===== src/rtl/fifo_arb_pkg.sv =====
// Shared types and parameter limits for the FIFO write arbiter.
// Burst locking is enabled by defining FIFO_ARB_BURST_EN.
package fifo_arb_pkg;

    typedef enum logic {
        IDLE  = 1'b0,
        BURST = 1'b1
    } arb_state_t;

    localparam int unsigned NREQ_MIN      = 2;
    localparam int unsigned NREQ_MAX      = 8;
    localparam int unsigned MAX_BURST_MIN = 1;
    localparam int unsigned MAX_BURST_MAX = 16;

endpackage


===== src/rtl/fifo_wr_arbiter_rr_pick.sv =====
// Round-robin search: first set request at or after start, wrapping at NREQ-1.
// Purely combinational; handles non-power-of-2 NREQ.
module rr_pick #(
    parameter int unsigned NREQ = 4,
    parameter int unsigned IW   = $clog2(NREQ)
) (
    input  logic [NREQ-1:0] req,
    input  logic [IW-1:0]   start,
    output logic [NREQ-1:0] grant,
    output logic [IW-1:0]   idx,
    output logic            any
);

    always_comb begin
        int unsigned j;
        j     = 0;
        grant = '0;
        idx   = '0;
        any   = 1'b0;
        for (int unsigned k = 0; k < NREQ; k++) begin
            j = 32'(start) + k;
            if (j >= NREQ) j = j - NREQ;
            if (!any && req[j]) begin
                any      = 1'b1;
                idx      = IW'(j);
                grant[j] = 1'b1;
            end
        end
    end

endmodule


===== src/rtl/fifo_wr_arbiter.sv =====
// Round-robin arbiter merging NREQ write streams into one shared FIFO.
// Define FIFO_ARB_BURST_EN to lock a grant for up to MAX_BURST beats; otherwise one beat per grant.
module fifo_wr_arbiter
    import fifo_arb_pkg::*;
#(
    parameter int unsigned NREQ      = 4,
    parameter int unsigned DWIDTH    = 16,
    parameter int unsigned MAX_BURST = 4
) (
    input  logic                     clk,
    input  logic                     rstn,
    input  logic [NREQ-1:0]          req_valid,
    input  logic [NREQ*DWIDTH-1:0]   req_data,
    output logic [NREQ-1:0]          req_ready,
    input  logic                     fifo_full,
    output logic                     fifo_wr_en,
    output logic [DWIDTH-1:0]        fifo_din,
    output logic [$clog2(NREQ)-1:0]  grant_id,
    output logic                     busy
);

    localparam int unsigned IW = $clog2(NREQ);
    localparam int unsigned CW = $clog2(MAX_BURST + 1);
`ifdef FIFO_ARB_BURST_EN
    localparam int unsigned BURST_LEN = MAX_BURST;
`else
    localparam int unsigned BURST_LEN = 1;
`endif

    generate
        if (NREQ < NREQ_MIN || NREQ > NREQ_MAX ||
            MAX_BURST < MAX_BURST_MIN || MAX_BURST > MAX_BURST_MAX) begin : g_param_err
            $error("fifo_wr_arbiter: NREQ or MAX_BURST out of range");
        end
    endgenerate

    arb_state_t      state, state_nxt;
    logic [IW-1:0]   rr_ptr, pick_idx, sel_id, rel_ptr;
    logic [NREQ-1:0] pick_grant;
    logic            pick_any, sel_valid, xfer, last_beat, release_c;
    logic [CW-1:0]   beat_cnt, cnt_after;

    rr_pick #(.NREQ(NREQ), .IW(IW)) u_pick (
        .req   (req_valid),
        .start (rr_ptr),
        .grant (pick_grant),
        .idx   (pick_idx),
        .any   (pick_any)
    );

    // State register
    always_ff @(posedge clk) begin
        if (!rstn) state <= IDLE;
        else       state <= state_nxt;
    end

    // Next state: a grant that does not finish in its first beat becomes a locked burst
    always_comb begin
        state_nxt = state;
        case (state)
            IDLE:    if (pick_any && !release_c) state_nxt = BURST;
            BURST:   if (release_c) state_nxt = IDLE;
            default: state_nxt = IDLE;
        endcase
    end

    // Outputs and transfer decision; back-pressure stalls without releasing the lock
    always_comb begin
        sel_id    = (state == IDLE) ? pick_idx : grant_id;
        sel_valid = (state == IDLE) ? pick_any : req_valid[grant_id];
        xfer      = rstn && !fifo_full && sel_valid;
        cnt_after = (state == IDLE) ? CW'(1) : beat_cnt + CW'(1);
        last_beat = xfer && (cnt_after == CW'(BURST_LEN));
        release_c = last_beat ||
                    (state == BURST && rstn && !fifo_full && !req_valid[grant_id]);
        rel_ptr   = (sel_id == IW'(NREQ - 1)) ? '0 : sel_id + IW'(1);
        req_ready  = '0;
        fifo_wr_en = xfer;
        fifo_din   = '0;
        if (xfer) begin
            req_ready = (state == IDLE) ? pick_grant : (NREQ'(1) << grant_id);
            fifo_din  = req_data[32'(sel_id) * DWIDTH +: DWIDTH];
        end
    end

    assign busy = (state == BURST);

    // Grant, pointer and beat bookkeeping
    always_ff @(posedge clk) begin
        if (!rstn) begin
            rr_ptr   <= '0;
            beat_cnt <= '0;
            grant_id <= '0;
        end else begin
            if (state == IDLE && pick_any) grant_id <= pick_idx;
            if (release_c) begin
                rr_ptr   <= rel_ptr;
                beat_cnt <= '0;
            end else if (xfer) begin
                beat_cnt <= cnt_after;
            end
        end
    end

endmodule

===== config.mk =====
export PLATFORM = sky130hd
export DESIGN_NAME = fifo_wr_arbiter
export DESIGN_NICKNAME = d
export VERILOG_FILES = /design/src/rtl/fifo_arb_pkg.sv /design/src/rtl/fifo_wr_arbiter_rr_pick.sv /design/src/rtl/fifo_wr_arbiter.sv
export SDC_FILE = /design/constraint.sdc
export NUM_CORES = 1
export LEC_CHECK = 0
export CAP_MARGIN = 20
export CORE_MARGIN = 4
export CORE_UTILIZATION = 40
export CTS_CLUSTER_SIZE = 24
export DETAILED_ROUTE_END_ITERATION = 8
export PLACE_DENSITY = 0.95
export SLEW_MARGIN = 10
export SYNTH_ARGS = -nofsm -noshare
export SYNTH_HDL_FRONTEND = slang
export SYNTH_SLANG_ARGS = --single-unit

===== constraint.sdc =====
create_clock -name clk -period 6.35 [get_ports clk]
set_clock_uncertainty 0.2 [all_clocks]
set_input_delay 1.5875 -clock clk [delete_from_list [all_inputs] [get_ports clk]]
set_output_delay 1.5875 -clock clk [all_outputs]
set_load 0.05 [all_outputs]

-- Word level (Yosys, flattened, before mapping)
Index checks and enable logic that the tools add are counted.
- register bits: 8
- input port bits: 71
- add/sub/neg operators: 9
- magnitude comparators: 13
- eq/ne operators: 2
- shift operators: 2
- muxes and demuxes: 44
- bitwise logic cells: 5
- reductions and logical operators: 23
- operator list (cell ; number):
    $ge A32 B1 Y1 const B ; 4
    $lt A32 B3 Y1 const B ; 4
    $mux W32 ; 4
    $ge A32 B3 Y1 const B ; 3
    $sub A32 B3 Y32 const B ; 3
    $shiftx A64 B7 Y16 ; 1
    $mux W4 ; 6
    $mux W1 ; 16
    $mux W16 ; 1
    $logic_and A1 B1 Y1 ; 15
    $mux W2 ; 6
    $or A4 B4 Y4 ; 3
    $bmux W1 S2 ; 5
    $demux W1 S2 ; 4
    $add A2 B2 Y3 const B ; 2
    $logic_not A1 Y1 ; 6
    $shl A1 B2 Y4 const A ; 1
    $sub A2 B3 Y4 const B ; 1
    $add A2 B1 Y3 const B ; 1
    $add A3 B1 Y3 const B ; 1
    $eq A3 B1 Y1 const B ; 1
    $ge A2 B3 Y1 const B ; 1
    $lt A2 B3 Y1 const B ; 1
    $mux W3 ; 1
    other kinds (6) ; 7

-- Longest topological paths before layout
Gate-level depths: netlist of run 1.
- depth after elaboration: 22
- mapped depth: 12
- mapped depth without buffers: 8

-- By module
A second synthesis of run 1 with hierarchy kept.
- cell total of the unflattened synthesis: 154
- area, all modules: 1539.0 µm²
- by module, submodules not included (module ; instances ; cells an instance ; area each (µm²)):
    fifo_wr_arbiter ; 1 ; 106 ; 1082.3
    rr_pick ; 1 ; 48 ; 456.7

-- Worst setup path after synthesis of run 1
No wires, ideal clock.
- path type: input-to-output
- start point: input req_valid[3]
- end point: output req_ready[2]
- arrival time: 4.351 ns
- required time: 4.562 ns
- path slack: 0.212 ns
- cell stages on the path: 6
- buffers on the path: 1
- cell sequence: clkbuf_1 -> mux4_2 -> nand2b_1 -> nor4b_4 -> inv_1 -> a221oi_1
- longest elaborated chain between the ends: 15
- elaborated cells on any way between the ends: 31
- RTL lines (what ; RTL line ; text):
    start, declared ; fifo_wr_arbiter.sv:12 ; input logic [NREQ-1:0] req_valid,
    $bmux W1 S2 ; fifo_wr_arbiter_rr_pick.sv:23 ; if (!any && req[j]) begin
    $mux W1 (not written as such) ; fifo_wr_arbiter_rr_pick.sv:23 ;
    $mux W1 ; fifo_wr_arbiter_rr_pick.sv:23 ;
    $logic_not A1 Y1 ; fifo_wr_arbiter_rr_pick.sv:23 ;
    $logic_and A1 B1 Y1 ; fifo_wr_arbiter_rr_pick.sv:23 ;
    $mux W1 ; fifo_wr_arbiter_rr_pick.sv:23 ;
    $logic_not A1 Y1 ; fifo_wr_arbiter_rr_pick.sv:23 ;
    $logic_and A1 B1 Y1 ; fifo_wr_arbiter_rr_pick.sv:23 ;
    $mux W1 ; fifo_wr_arbiter_rr_pick.sv:23 ;
    $logic_not A1 Y1 ; fifo_wr_arbiter_rr_pick.sv:23 ;
    $logic_and A1 B1 Y1 ; fifo_wr_arbiter_rr_pick.sv:23 ;
    $mux W1 ; fifo_wr_arbiter_rr_pick.sv:23 ;
    $mux W1 * ; fifo_wr_arbiter.sv:70 ; sel_valid = (state == IDLE) ? pick_any : req_valid[grant_id];
    $logic_and A1 B1 Y1 * ; fifo_wr_arbiter.sv:71 ; xfer = rstn && !fifo_full && sel_valid;
    net fifo_wr_en ; fifo_wr_arbiter.sv:16 ; output logic fifo_wr_en,
    $mux W4 * ; fifo_wr_arbiter.sv:80 ; if (xfer) begin
    end, declared ; fifo_wr_arbiter.sv:14 ; output logic [NREQ-1:0] req_ready,
Mark *: on every way through the listed nets, which the timed path passes. The rest lies on a longest branch. The select of a mux whose other input is x is not followed.

-- Worst setup path after layout of run 1
- start point: input req_valid[1]
- end point: output fifo_din[6]
- longest elaborated chain between the ends: 15
- elaborated cells on any way between the ends: 29
- RTL lines (what ; RTL line ; text):
    $bmux W1 S2 ; fifo_wr_arbiter_rr_pick.sv:23 ;
    $mux W1 (not written as such) ; fifo_wr_arbiter_rr_pick.sv:23 ;
    $mux W1 ; fifo_wr_arbiter_rr_pick.sv:23 ;
    $logic_not A1 Y1 ; fifo_wr_arbiter_rr_pick.sv:23 ;
    $logic_and A1 B1 Y1 ; fifo_wr_arbiter_rr_pick.sv:23 ;
    $mux W1 ; fifo_wr_arbiter_rr_pick.sv:23 ;
    $logic_not A1 Y1 ; fifo_wr_arbiter_rr_pick.sv:23 ;
    $logic_and A1 B1 Y1 ; fifo_wr_arbiter_rr_pick.sv:23 ;
    $mux W1 ; fifo_wr_arbiter_rr_pick.sv:23 ;
    $logic_not A1 Y1 ; fifo_wr_arbiter_rr_pick.sv:23 ;
    $logic_and A1 B1 Y1 ; fifo_wr_arbiter_rr_pick.sv:23 ;
    $mux W2 / $mux W1 (equally long branches) ; fifo_wr_arbiter_rr_pick.sv:23 ;
    $mux W2 / $mux W1 (equally long branches) ; fifo_wr_arbiter.sv:69, fifo_wr_arbiter.sv:70 ;
    $shiftx A64 B7 Y16 / $logic_and A1 B1 Y1 (equally long branches) ; fifo_wr_arbiter.sv:82, fifo_wr_arbiter.sv:71 ;
    $mux W16 * ; fifo_wr_arbiter.sv:80 ;
    end, declared ; fifo_wr_arbiter.sv:17 ; output logic [DWIDTH-1:0] fifo_din,
Every way passes the cells marked *; elsewhere a longest branch is shown, timed or not. The select of a mux whose other input is x is not followed.

==> results of run 1 <==
cell usage in the layout (no fill, tap or decap), types with 2 or more instances in the layout:
| cell | instances |
|---|---|
| a221oi_1 | 3 |
| nand3b_1 | 3 |
| nand2_1 | 10 |
| clkbuf_8 | 3 |
| nor2_1 | 15 |
| o21ai_0 | 6 |
| nand3_1 | 2 |
| inv_1 | 6 |
| buf_12 | 17 |
| a222oi_1 | 4 |
| o22ai_1 | 16 |
| a211oi_1 | 2 |
| ha_1 | 5 |
| dfxtp_1 | 8 |
| clkdlybuf4s50_1 | 76 |
| a21oi_1 | 13 |
| mux4_2 | 3 |
| mux2i_1 | 34 |
| nor3_1 | 2 |
| buf_4 | 2 |
| mux2_2 | 3 |
logic make-up after synthesis:
family / count (synthesis) / synth area share
AOI/OAI and AO/OA: 54 / 0.266
xor gates and xnor gates: 2 / 0.0119
adders and majority gates: 5 / 0.0425
buffers and inverters: 20 / 0.106
DFF: 8 / 0.109
muxes: 40 / 0.300
and+or+nand+nor: 44 / 0.165
worst max-delay path, delay by kind of cell:
family | cells | cell delay (ps)
buf+inv | 2 | 860
simple gates | 3 | 1070
mux | 1 | 300
compound gates | 1 | 500
layer usage:
layer | part of all wire | GRT usage
met2 | 0.52 | 0.436
met4 | 0.032 | 0.0844
met1 | 0.33 | 0.217
met5 | 0 | 0
met3 | 0.12 | 0.100
synth_stat cells, types with 2 or more instances:
master,number,area (um^2)
nand3b_1,3,22.5
nand2_1,10,37.5
nor3_1,2,10.0
mux2_2,3,33.8
clkbuf_1,3,11.3
ha_1,5,62.6
a222oi_1,4,40.0
mux4_2,3,67.6
nor2_1,15,56.3
nand3_1,2,10.0
a221oi_1,3,26.3
buf_6,4,45.0
a21oi_1,13,65.1
buf_12,2,40.0
buf_2,2,10.0
a211oi_1,2,15.0
o22ai_1,16,100
dfxtp_1,8,160
mux2i_1,34,340
o31ai_2,2,25.0
o21ai_0,6,30.0
inv_1,6,22.5
state kept, by name, summed over array words and instances (netlist names):
| signal | cells |
|---|---|
| beat_cnt | 3 |
| rr_ptr | 2 |
| busy | 1 |
| grant_id | 2 |
worst max path at each step:
stage	from	endpoint	slack [ps]
5_1_grt	req_valid[1]	fifo_din[6]	20
4_1_cts	req_valid[1]	fifo_din[6]	280
3_3_place_gp	req_valid[2]	req_ready[0]	390
3_5_place_dp	req_valid[1]	fifo_din[6]	280
2_1_floorplan	req_valid[3]	req_ready[2]	210
6_report	req_valid[1]	fifo_din[6]	230
through the flow:
step           total power, mW  cell area, um^2  utilization  hold slack (ps)
2_1_floorplan            0.292             1470            -              267
3_3_place_gp             0.396             2520        0.732              287
3_5_place_dp             0.404             2520        0.732              305
4_1_cts                  0.466             2560        0.744              312
5_1_grt                  0.489             2560        0.744              336
6_report                 0.464             2560        0.744              314
power groups by stage:
| stage | clock network [mW] | logic, mW | registers [mW] |
|---|---|---|---|
| finish | 0.0612 | 0.336 | 0.0673 |
| global route | 0.0636 | 0.357 | 0.0683 |
| CTS | 0.0617 | 0.337 | 0.0672 |
| detailed placement | 0 | 0.336 | 0.0680 |
| global placement | 0 | 0.329 | 0.0676 |
| floorplan | 0 | 0.222 | 0.0693 |
area by class of cell:
type | count | area (um^2) | area share
multi-input combinational | 145 | 1160 | 0.455
timing repair buffer | 95 | 1120 | 0.436
sequential | 8 | 160 | 0.0625
tap | 46 | 57.6 | 0.0225
clock buffer | 3 | 41.3 | 0.0161
inverter | 6 | 22.5 | 0.00879
==> out/metrics.cfg, run 1 <==
[clock_tree]
clkTransAtPathRegs_ps=40
cts_made_buffers=3
ctsHoldBuffers=0
clk_latency_ps=230
cts_root_buf=clkbuf_8
clock_sinks=8
cts_setup_buffers=0
clockBufferDepth=2
h-tree-depth=1
cts_tree=built
post_cts_resized=0

[synth]
netlist_area_um2=1470
async_reset_ff_frac=0
ys_warn_count=0
syn_inst=173
synth_ff_type=dfxtp_1
yosysUniqueCellTypes=47
yosys_register_bits=8
synth_nets=249
synth-edff-count=0
seq_area_frac_synth=0.109
synth_area_per_cell_um2=8.51

[place]
port_buffers=94
dp_slack_ps=277
dp_hpwl_mm=4.40
dp.cells=300
globalplace.congestion=0.813

[floorplanning]
die_area_um2=4720
initial_core_util=0.428
rows=21
die_h_um=68.7
top_level_ports=95
coreArea_um2=3440
die_w_um=68.7

[global_routing]
first_global_vias=1796
grt_max_degree=36
gr-usage-all-layers=0.231
grt_pass1_wl_mm=8.12
antenna_found_initial=0
grt.overflow.total=0

[finish]
fin_cells=303
fill_cells=243
fin_nets=335
drive_above_1_share=0.152
diodes=0
syn_to_final_growth_pct=74.0

[outcome]
status=finished clean

[detailed_routing]
vias_per_cell=5.73
initialDrtViolationCount=154
wl_mm=5.21
first_pass_iters=4
drc=0
final_antenna_net_count=0
drt-wirelength-per-cell_um=17.2
num_vias=1735

[setup_path]
startpoint_type=input port
r2r-start=rr_ptr[0]
rrSetupSlack_ps=2880
cp.required_ps=4560
arrival_ps=4330
max_stage_delay_ps=670
cp_slowest_cell=clkdlybuf4s50_1
cp_max_fo=16
cp-end-kind=primary output
critPathKind=in -> out
path_cells=clkdlybuf4s50_1 > mux4_2 > nand2b_1 > nor4b_4 > nand3_1 > o22ai_1 > buf_12
timing.rr.end=rr_ptr[1]
worst-r2r-cell-count=9

[timing]
rsz0062_at_grt=no
finalCriticalPeriod_ps=6120
slew_violations=0
setup_slack_ps=231
fin_tns_setup_ps=0
tightestPinTransition_ps=681
fmax_ghz=0.163
fin_crit_sh=0.964
setup_viol=0
max_slew_margin=0.545
final_hold_viol_count=0

[pwr]
power_frac_seq=0.145
peakVddDrop_mv=0.0996
p_sw_frac=0.433
p_leak_nw=1.04
switchingPower_mw=0.201
clkPwrFrac=0.132
powerDensity_nw_per_um2=181
comb_power_share=0.723
p_int_mw=0.263

[run]
max_cap_violations=0

[min_path]
min_to=beat_cnt[0]
hold_path_depth=1
hold_start=beat_cnt[0]
hold_class=reg -> reg

Power figures use the tool's default switching activity.
==> run 2, diff against run 1 <==
CORE_MARGIN = 1.5   (was 4)
RECOVER_POWER = 50   (was unset)
SKIP_LAST_GASP = 1   (was unset)
==> run 2 against run 1 <==
Compared with the run above:
- combinational power fell by 1%
- critical path type unchanged
- largest cell class unchanged
- final cell count is 0.66% higher
- largest power group unchanged
- routed wire length is 4.6% lower
- count of clock-buffer cells in the layout unchanged
- critical path depth stayed put
- via count fell by 0.40%
==> out/metrics.cfg, run 2 (synthesis gave the netlist of run 1 again) <==
[outcome]
status=finished clean

[setup_path]
cpLargestDelayFamily=buffers and inverters
critPathKind=in -> out
cp_max_fo=12  ; -4
arrival_ps=4340  ; about the same
cp.required_ps=4560  ; about the same
max_stage_delay_ps=810  ; +140 ps
startpoint_type=input port
cp_slowest_cell=clkdlybuf4s50_1
cp-end-kind=primary output
critPathBufInv=2  ; unchanged
path_cells=dlygate4sd3_1 > mux4_2 > nand2b_4 > nor2_1 > a222oi_1 > a21oi_1 > clkdlybuf4s50_1

[finish]
diodes=0  ; unchanged
top_register=beat_cnt
layout_common_cells=clkdlybuf4s50_1, mux2i_1, o22ai_1, buf_12, nor2_1
fin_cells=305  ; +0.66%
reg_top3=beat_cnt x3, grant_id x2, rr_ptr x2
fin_util=0.738  ; -0.00618
syn_to_final_growth_pct=72.6
fin_nets=337  ; +0.60%
drive_above_1_share=0.143  ; -0.00889
final_common_cell=clkdlybuf4s50_1
largest_reg_flops=3  ; unchanged
stdcell_area_um2=2540  ; -0.83%

[clock_tree]
ctsHoldBuffers=0  ; unchanged
cts_root_buf=clkbuf_8
post_cts_resized=0  ; unchanged
h-tree-depth=1  ; unchanged
clk_latency_ps=230  ; about the same
cts_setup_buffers=0  ; unchanged
clock_sinks=8  ; unchanged
clockBufferDepth=2  ; unchanged
cts_tree=built
clkTransAtPathRegs_ps=40  ; about the same
cts_made_buffers=3  ; unchanged

[floorplanning]
die_w_um=63.7  ; -7.3%
top_level_ports=95  ; unchanged
die_h_um=63.7  ; -7.3%
initial_core_util=0.428  ; unchanged
die_area_um2=4050  ; -14%
rows=21  ; unchanged
coreArea_um2=3440  ; unchanged

[timing]
max_slew_margin=0.516  ; -0.0294
setup_viol=0  ; unchanged
final_hold_viol_count=0  ; unchanged
slew_violations=0  ; unchanged
fmax_ghz=0.163  ; about the same
fin_crit_sh=0.964  ; about the same
hold_slack_ps=311  ; -2.94 ps
tightestPinTransition_ps=725  ; +44.0 ps
fin_tns_setup_ps=0  ; unchanged
finalCriticalPeriod_ps=6120  ; +4.41 ps
rsz0062_at_grt=no
setup_slack_ps=227  ; -4.41 ps

[global_routing]
grt_busiest_layer=met2
grt_pass1_wl_mm=8.14  ; +0.26%
antenna_found_initial=0  ; unchanged
first_global_vias=1718  ; -4.3%
gr-usage-met3=0.0821  ; -0.0183
gr-usage-all-layers=0.250  ; +0.0193
grt_max_degree=36  ; unchanged
gr-usage-met1=0.273  ; +0.0553
grt.overflow.total=0  ; unchanged
gr-usage-met2=0.455  ; +0.0190

[run]
max_cap_violations=0  ; unchanged

[place]
globalplace.congestion=0.838  ; +3.0%
dp.cells=302  ; +0.67%
dp_slack_ps=320  ; +42.2 ps
port_buffers=94  ; unchanged
dp_hpwl_mm=4.08  ; -7.3%
place_area_um2=2540  ; +0.60%

[pwr]
peakVddDrop_mv=0.0980  ; -1.7%
p_leak_nw=1.04  ; +0.46%
powerDensity_nw_per_um2=181  ; -0.12%
fin_total_pwr_mw=0.460  ; -0.95%

[detailed_routing]
wl_mm=4.97  ; -4.6%
drt-wirelength-per-cell_um=16.3  ; -5.2%
vias_per_cell=5.67  ; -1.1%
num_vias=1728  ; -0.40%
initialDrtViolationCount=137  ; -11%
first_pass_iters=5  ; +1
final_antenna_net_count=0  ; unchanged
drc=0  ; unchanged

[min_path]
hold_class=reg -> reg

-- run 2: cell type report --
cell class	count	area, um^2
clock buffer	3	41.3
sequential	8	160
fill	227	901
inverter	6	22.5
timing repair buffer	97	1110
tap	46	57.6
multi-input combinational	145	1150
-- run 2: worst paths after layout --
kind | from | endpoint | slack, ps | depth (start not counted)
worst min register to register | beat_cnt[0] | beat_cnt[0] | 310 | 1
worst min-delay path | beat_cnt[0] | beat_cnt[0] | 310 | 1
worst max register to register | rr_ptr[0] | rr_ptr[1] | 2750 | 9
worst max-delay path | req_valid[1] | req_ready[1] | 230 | 7
-- run 2: where the power goes --
| part | switching, mW | total (mW) | internal [mW] |
|---|---|---|---|
| clock network | 0.0203 | 0.0614 | 0.0411 |
| logic | 0.167 | 0.331 | 0.163 |
| registers | 0.0126 | 0.0677 | 0.0550 |
-- run 2: per-layer routing --
layer,part of all wire,wire [um]
met3,0.10,497
met5,0,0
met2,0.52,2600
met4,0.013,63
met1,0.36,1810
==> run 3, diff against run 2 <==
CAP_MARGIN = unset   (was 20)
CORE_UTILIZATION = 37   (was 40)
CTS_CLUSTER_SIZE = 12   (was 24)
PLACE_DENSITY = 0.92   (was 0.95)
clock period = 6.6 ns   (was 6.35 ns; I/O delays follow)
==> run 3 against run 2 <==
Compared with the run above:
- count of clock-buffer cells in the layout is the same
- critical path depth unchanged
- cell area is 0.49% lower
- combinational power is 5% lower
- final cell count up 0.66%
- power down 4.9%
- global-route usage fell by 1.7 points
- first-iteration DRC count is 51% higher
- die area increased by 7.7%
- worst setup slack worse by 59 ps
- critical path type unchanged
- largest cell class unchanged
- largest power group unchanged
- highest routed layer unchanged
==> out/metrics.cfg, run 3 (synthesis gave the netlist of run 1 again) <==
[outcome]
status=finished clean

[pwr]
power_frac_seq=0.149  ; +0.002
p_int_mw=0.246  ; -5.1%
comb_power_share=0.719  ; about the same
clkPwrFrac=0.132  ; about the same
powerDensity_nw_per_um2=173  ; -4.4%
fin_total_pwr_mw=0.437  ; -4.9%
peakVddDrop_mv=0.0943  ; -3.8%
p_leak_nw=1.04  ; -0.51%
p_sw_frac=0.437  ; +0.00118
switchingPower_mw=0.191  ; -4.6%

[detailed_routing]
num_vias=1729  ; +0.058%
drc=0  ; unchanged
first_pass_iters=4  ; -1
wl_mm=4.90  ; -1.2%
vias_per_cell=5.63  ; -0.59%
initialDrtViolationCount=207  ; +51%
drt-wirelength-per-cell_um=16.0  ; -1.9%
final_antenna_net_count=0  ; unchanged

[floorplanning]
die_area_um2=4370  ; +7.7%
die_w_um=66.1  ; +3.8%
coreArea_um2=3740  ; +8.8%
rows=22  ; +4.8%
initial_core_util=0.393  ; -0.0345
die_h_um=66.1  ; +3.8%
top_level_ports=95  ; unchanged

[timing]
fin_tns_setup_ps=0  ; unchanged
fmax_ghz=0.155
fin_crit_sh=0.975
finalCriticalPeriod_ps=6430
setup_viol=0  ; unchanged
rsz0062_at_grt=no
slew_violations=0  ; unchanged
final_hold_viol_count=0  ; unchanged
max_slew_margin=0.539  ; +0.0229
tightestPinTransition_ps=691  ; -34.2 ps
setup_slack_ps=167  ; -59.2 ps

[clock_tree]
h-tree-depth=1  ; unchanged
ctsHoldBuffers=0  ; unchanged
clock_sinks=8  ; unchanged
cts_tree=built
cts_made_buffers=3  ; unchanged
cts_root_buf=clkbuf_8
post_cts_resized=0  ; unchanged
clockBufferDepth=2  ; unchanged
clk_latency_ps=230  ; about the same
clkTransAtPathRegs_ps=40  ; about the same
cts_setup_buffers=0  ; unchanged

[finish]
largest_reg_flops=3  ; unchanged
fill_cells=299  ; +32%
fin_nets=337  ; unchanged
diodes=0  ; unchanged
layout_common_cells=clkdlybuf4s50_1, mux2i_1, o22ai_1
fin_util=0.675  ; -0.0628
reg_top3=beat_cnt x3, grant_id x2, rr_ptr x2
final_common_cell=clkdlybuf4s50_1
drive_above_1_share=0.143  ; unchanged
syn_to_final_growth_pct=71.7
top_register=beat_cnt

[global_routing]
grt_max_degree=22  ; -39%
first_global_vias=1714  ; -0.23%
antenna_found_initial=0  ; unchanged
grt_pass1_wl_mm=7.89  ; -3.1%
gr-usage-all-layers=0.234  ; -0.0169
grt.overflow.total=0  ; unchanged

[setup_path]
cp.required_ps=4750  ; +190 ps
worst-r2r-cell-count=9  ; unchanged
arrival_ps=4580  ; +240 ps
cp_slowest_cell=clkdlybuf4s50_1
cpLargestDelayFamily=buffers and inverters
timing.rr.end=rr_ptr[1]
path_depth=7  ; unchanged
cp_max_fo=10  ; -2
r2r-start=rr_ptr[0]
crit_start=req_valid[0]
cp-end-kind=primary output
startpoint_type=input port
critPathBufInv=2  ; unchanged
cp-endpoint=req_ready[2]
path_cells=dlygate4sd3_1 > mux4_2 > nand2b_4 > nor2_1 > a222oi_1 > a221oi_1 > clkdlybuf4s50_1
rrSetupSlack_ps=3090  ; +340 ps
max_stage_delay_ps=860  ; +50 ps
critPathKind=in -> out

[place]
dp_slack_ps=236  ; -83.1 ps
dp_hpwl_mm=4.11  ; +0.73%
port_buffers=94  ; unchanged
globalplace.congestion=0.855  ; +2.1%

[run]
max_cap_violations=0  ; unchanged

[min_path]
hold_class=reg -> reg

run 3: cell count changes in the layout (fill, tap and decap cells not counted), sizes merged:
cell / before / now
clkdlybuf4s50: 70 / 73
buf: 18 / 17
clkbuf: 6 / 5
dlygate4sd3: 6 / 5
run 3: layout make-up:
class / count / area, um^2 / share of cell area
clock buffers: 3 / 41.3 / 0.0163
inverters: 6 / 22.5 / 0.00891
multi-input cells: 145 / 1150 / 0.455
flip-flops and latches: 8 / 160 / 0.0633
well taps: 48 / 60.1 / 0.0238
repair buffers: 97 / 1090 / 0.432
run 3: per-stage QoR:
step	cells	hold WS, ps	instance area (um^2)
floorplan	173	267	1470
global placement	304	300	2530
detailed placement	304	294	2530
CTS	307	300	2570
global route	307	315	2530
finish	307	300	2530
run 3: per-layer routing:
metal | up-vias | wire length [um] | track usage
met5 | - | 0 | 0
met4 | 0 | 157 | 0.110
met3 | 15 | 492 | 0.0784
met2 | 90 | 2450 | 0.398
met1 | 783 | 1800 | 0.260
li1 | 841 | - | -
run 3: power by group through the flow:
stage               sequential [mW]  clock (mW)  combinational [mW]
finish                       0.0650      0.0578               0.315
global route                 0.0664      0.0632               0.334
CTS                          0.0649      0.0594               0.323
detailed placement           0.0655           0               0.322
global placement             0.0651           0               0.315
floorplan                    0.0667           0               0.214
run 3: worst min-delay path, stage by stage, from the launching register on:
cell,delay (ps)
dfxtp_1,310
o21ai_0,70
a21oi_1,60
run 3: how the worst min path moves through the flow:
stage,cells past startpoint,startpoint,to
after floorplan,1,beat_cnt[0],beat_cnt[0]
after global routing,2,beat_cnt[2],beat_cnt[2]
after global placement,2,beat_cnt[2],beat_cnt[2]
after CTS,2,beat_cnt[2],beat_cnt[2]
after detailed placement,2,beat_cnt[2],beat_cnt[2]
final,2,beat_cnt[2],beat_cnt[2]
